**src/rtl/holy_week_sequencer.sv**
```systemverilog
// Holy-week stimulus generator: 14-slot week counter, sabbath calendar, ordered event pulses.
// Latency: all outputs registered and aligned with o_time_of_week; supper lands on slot 2D-1.
// Backpressure: none; the slot counter free-runs and the checker must accept every slot.
module holy_week_sequencer #(
    parameter int CRUCIFIXION_DAY = 3
) (
    input  logic       i_clk,
    input  logic       i_reset,
    input  logic       i_start,
    output logic [3:0] o_time_of_week,
    output logic       o_last_supper,
    output logic       o_gethsemane,
    output logic       o_crucifixion,
    output logic       o_preparation_day,
    output logic       o_sabbath,
    output logic       o_request_guards,
    output logic       o_prepare_spices,
    output logic       o_resurrection,
    output logic       o_tomb_visit,
    output logic       o_busy,
    output logic       o_done
);

    if (CRUCIFIXION_DAY < 1 || CRUCIFIXION_DAY > 3) begin : g_bad_day
        $error("holy_week_sequencer: CRUCIFIXION_DAY must be in 1..3");
    end

    localparam logic [3:0] SUPPER_SLOT = 4'(2 * CRUCIFIXION_DAY - 1);
    localparam logic [3:0] HIGH_PREP   = 4'(2 * CRUCIFIXION_DAY + 1);
    localparam logic [3:0] HIGH_SAB_N  = 4'(2 * CRUCIFIXION_DAY + 2);
    localparam logic [3:0] HIGH_SAB_D  = 4'(2 * CRUCIFIXION_DAY + 3);
    localparam logic [3:0] LAST_SLOT   = 4'd13;

    typedef enum logic [1:0] {IDLE, ARMED, RUN, DONE} state_t;

    state_t     state_q, state_nxt;
    logic [3:0] slot_q, slot_nxt;
    logic [4:0] k_q, k_nxt;
    logic       run_nxt;
    logic       supper_nxt, geth_nxt, cruc_nxt, guards_nxt, spices_nxt, res_nxt, tomb_nxt;
    logic       sab_nxt, prep_nxt;

    // Everything is decoded from next-cycle state so the registered outputs line up with the slot.
    always_comb begin
        slot_nxt  = (slot_q == LAST_SLOT) ? 4'd0 : slot_q + 4'd1;
        state_nxt = state_q;
        k_nxt     = k_q;
        case (state_q)
            IDLE: begin
                if (i_start) begin
                    if (slot_nxt == SUPPER_SLOT) begin
                        state_nxt = RUN;
                        k_nxt     = 5'd0;
                    end else begin
                        state_nxt = ARMED;
                    end
                end
            end
            ARMED: begin
                if (slot_nxt == SUPPER_SLOT) begin
                    state_nxt = RUN;
                    k_nxt     = 5'd0;
                end
            end
            RUN: begin
                // k >= 10 means the resurrection (k = 9) is already behind us.
                if (k_q >= 5'd10 && slot_q == 4'd1) begin
                    state_nxt = DONE;
                end else begin
                    k_nxt = k_q + 5'd1;
                end
            end
            default: state_nxt = DONE;
        endcase

        run_nxt    = (state_nxt == RUN);
        supper_nxt = run_nxt && (k_nxt == 5'd0);
        geth_nxt   = run_nxt && (k_nxt == 5'd1);
        cruc_nxt   = run_nxt && (k_nxt == 5'd2);
        guards_nxt = run_nxt && (k_nxt == 5'd4);
        spices_nxt = run_nxt && (k_nxt == 5'd6);
        res_nxt    = run_nxt && (k_nxt == 5'd9);
        tomb_nxt   = run_nxt && (k_nxt >= 5'd10) && (slot_nxt == 4'd1);

        sab_nxt  = (slot_nxt >= 4'd12) || (slot_nxt == HIGH_SAB_N) || (slot_nxt == HIGH_SAB_D);
        prep_nxt = (slot_nxt == 4'd11) || (slot_nxt == HIGH_PREP);
    end

    always_ff @(posedge i_clk) begin
        if (i_reset) begin
            state_q           <= IDLE;
            slot_q            <= 4'd0;
            k_q               <= 5'd0;
            o_last_supper     <= 1'b0;
            o_gethsemane      <= 1'b0;
            o_crucifixion     <= 1'b0;
            o_request_guards  <= 1'b0;
            o_prepare_spices  <= 1'b0;
            o_resurrection    <= 1'b0;
            o_tomb_visit      <= 1'b0;
            o_sabbath         <= 1'b0;
            o_preparation_day <= 1'b0;
            o_busy            <= 1'b0;
            o_done            <= 1'b0;
        end else begin
            state_q           <= state_nxt;
            slot_q            <= slot_nxt;
            k_q               <= k_nxt;
            o_last_supper     <= supper_nxt;
            o_gethsemane      <= geth_nxt;
            o_crucifixion     <= cruc_nxt;
            o_request_guards  <= guards_nxt;
            o_prepare_spices  <= spices_nxt;
            o_resurrection    <= res_nxt;
            o_tomb_visit      <= tomb_nxt;
            o_sabbath         <= sab_nxt;
            o_preparation_day <= prep_nxt;
            o_busy            <= (state_nxt == ARMED) || run_nxt;
            o_done            <= (state_nxt == DONE);
        end
    end

    assign o_time_of_week = slot_q;

endmodule
```
**config.mk**
```make
export PLATFORM = sky130hd
export DESIGN_NAME = holy_week_sequencer
export DESIGN_NICKNAME = d
export VERILOG_FILES = /design/src/rtl/holy_week_sequencer.sv
export SDC_FILE = /design/constraint.sdc
export NUM_CORES = 1
export LEC_CHECK = 0
export BUFFER_PORTS_ARGS = -buffer_cell sky130_fd_sc_hd__buf_2
export CAP_MARGIN = 5
export CORE_UTILIZATION = 30
export CTS_BUF_LIST = sky130_fd_sc_hd__clkbuf_4 sky130_fd_sc_hd__clkbuf_8 sky130_fd_sc_hd__clkbuf_16
export DETAILED_ROUTE_END_ITERATION = 8
export PLACE_DENSITY_LB_ADDON = 0.3
export SYNTH_ARGS = -nofsm -noshare
export SYNTH_HDL_FRONTEND = slang
export SYNTH_SLANG_ARGS = --single-unit
```
**constraint.sdc**
```tcl
create_clock -name i_clk -period 3.2 [get_ports i_clk]
set_clock_uncertainty 0.1 [all_clocks]
set_input_delay 0.64 -clock i_clk [delete_from_list [all_inputs] [get_ports i_clk]]
set_output_delay 0.64 -clock i_clk [all_outputs]
set_load 0.1 [all_outputs]
```
==> results.cfg <==
[run]
cap_viol_max_count = 0

[clock_tree]
cts_root_buffer = clkbuf_8
cts_resized = 0
cts_hold_buf = 0
clock_path_buffers = 2
htree_levels = 1
clkTransAtPathRegs_ns = 0.07
clkSinkCount = 22
numCtsBuffers = 3
insertion_delay_ns = 0.26
cts_setup_buffers = 0
cts_tree = yes

[logic_synthesis]
synth_area_um2 = 1162
syn_nets = 127
yosysSeqAreaShare = 0.3789
synth.top_cell.area_share = 0.3789
ys_warn_count = 0
synth_area_leaders = dfxtp_1 38%, nor2_1 4.8%, ha_1 4.3%
ys_types = 46
yosys.area.top_type = dfxtp_1
syn-mean-instance-area_um2 = 9.686
synthCells = 120
ys_ff_latch = 22

[routing]
via_count = 931
drc_errors = 0
finalWirelength_mm = 2.262
vias_per_cell = 5.087
antenna_left = 0
wl_per_cell_um = 12.36
firstDrtPassIters = 4
drt_iter0_drc = 43

[timing]
fin_crit_ns = 2.791
final-max-slew-violation-count = 0
setup_violations = 0
worst_pin_slew_ns = 0.6387
rsz0062_at_grt = false
setup_slack_ns = 0.4091
hold_viol_final = 0
finalCritPeriodShare = 0.8722
fmax_ghz = 0.3583
slew-limit-headroom = 0.5682
holdWs_ns = 0.5192
setup-tns-final_ns = 0

[setup_path]
crit_type = reg2reg
crit_path_max_fanout = 7
crit_required_ns = 3.27
critPathSlowestCell = dfxtp_1
path_buf_inv = 1
cp_common_cell = ha_1
max_stage_delay_ns = 0.44
crit_arrival_ns = 2.87
startpoint_type = flip-flop
path_cells = inv_1, ha_1, nor4_4, nor3_2, o21a_1, a21oi_1, ha_1, nor2b_1, o41ai_1, a31oi_1, nand2_4, nor4b_2
end_kind = flip-flop
cp_top_family = simple AND/OR/NAND/NOR gates
reg2reg_setup_slack_ns = 0.41

[layout]
n_antenna_cell = 0
fill_cells = 393
largest_register_ffs = 5
drive_gt1_frac = 0.2741
finalInstanceArea_um2 = 1304
nets = 144
area_delta_synth_final_pct = 12.16
final_common_cell = dfxtp_1
final_cell_mix = 22 x dfxtp_1, 17 x buf_2, 15 x nor2_1, 7 x nand2_1, 6 x a21oi_1
fin_util = 0.3535
instances_no_fill = 183
regMostFlops = k_q

[placement]
post-place-ws_ns = 0.4107
dp_hpwl_mm = 1.682
post_dp_cell_area_um2 = 1262
port_buffers = 17
dp_cells = 180
gp_congestion = 0.8738

[power_and_ir_drop]
cellLeakagePower_nw = 0.5049
powerDensity_nw_per_um2 = 406.4
finalPower_mw = 0.5299
peakVddDrop_uv = 215.6

[global_routing]
grt_max_degree = 16
grt_antenna_before_repair = 0
grt_util_all_layers = 0.1197
grt_pass1_vias = 874
grt_overflow = 0
grt_first_pass_wirelength_mm = 3.815

[floorplan]
die_area_um2 = 4127
start_util = 0.3151
rows = 22
pin_count = 18
die_h_um = 64.25
design.core.area_um2 = 3689
chipWidth_um = 64.25

[worst_hold_path]
min_path_type = reg2reg

[run_status]
status = complete, no violations
-- synthesized netlist by cell type, drive strengths merged --
| cell | instances |
|---|---|
| a211oi | 2 |
| a21oi | 6 |
| a31oi | 2 |
| and2b | 1 |
| and3 | 2 |
| buf | 3 |
| clkbuf | 2 |
| dfxtp | 22 |
| ha | 4 |
| inv | 3 |
| mux2 | 3 |
| nand2 | 8 |
| nand2b | 3 |
| nand3 | 4 |
| nand3b | 3 |
| nand4 | 1 |
| nand4b | 3 |
| nor2 | 15 |
| nor2b | 5 |
| nor3 | 5 |
| nor3b | 1 |
| nor4 | 2 |
| nor4b | 2 |
| o21a | 1 |
| o21ba | 1 |
| o21bai | 2 |
| o221a | 1 |
| o221ai | 1 |
| o22ai | 1 |
| o2bb2ai | 1 |
| o311ai | 1 |
| o31ai | 1 |
| o41ai | 1 |
| or2 | 1 |
| or2b | 1 |
| or3 | 2 |
| or4b | 2 |
| xor2 | 1 |
-- kinds of logic after synthesis --
kind of cell | Yosys count | synth area share
AO/OA/AOI/OAI | 21 | 0.1486
XOR/XNOR | 1 | 0.007536
adder cells (fa/ha/maj) | 4 | 0.04306
buffers and inverters | 8 | 0.04843
flip-flops | 22 | 0.3789
multiplexers | 3 | 0.02906
AND/OR/NAND/NOR | 61 | 0.3445
-- worst register-to-register path: stages, from the launching register on --
cell	delay, ns
dfxtp_1	0.44
inv_1	0.09
ha_1	0.23
nor4_4	0.23
nor3_2	0.13
o21a_1	0.18
a21oi_1	0.20
ha_1	0.21
nor2b_1	0.12
o41ai_1	0.07
a31oi_1	0.33
nand2_4	0.10
nor4b_2	0.26
-- per-layer routing --
metal  up-vias  routed length [um]  GRT usage
met1       434                1045     0.1335
met4         0                  34    0.05000
met5         -                   0          0
met3         5                 113    0.03750
met2        23                1067     0.2079
li1        469                   -          -
-- final timing paths --
kind                          start                 to  cells past startpoint
setup / recovery             k_q[0]       o_gethsemane                     12
setup reg to reg             k_q[0]       o_gethsemane                     12
hold / removal    o_time_of_week[3]  o_time_of_week[3]                      2
hold reg to reg   o_time_of_week[3]  o_time_of_week[3]                      2
-- cell type report --
cell class / instances / area, um^2 / area share
Timing Repair Buffer: 17 / 85.08 / 0.06526
Sequential cell: 22 / 440.4 / 0.3378
Tap cell: 48 / 60.06 / 0.04607
Inverter: 3 / 11.26 / 0.008637
Multi-Input combinational cell: 90 / 665.6 / 0.5106
Clock buffer: 3 / 41.29 / 0.03167
-- report_power, final --
| group | switching (mW) | internal, mW | leakage, nW |
|---|---|---|---|
| Combinational | 0.0542 | 0.0188 | 0.305 |
| Clock | 0.0820 | 0.0840 | 0.0216 |
| Sequential | 0.0106 | 0.280 | 0.178 |
Power figures use the tool's default switching activity.
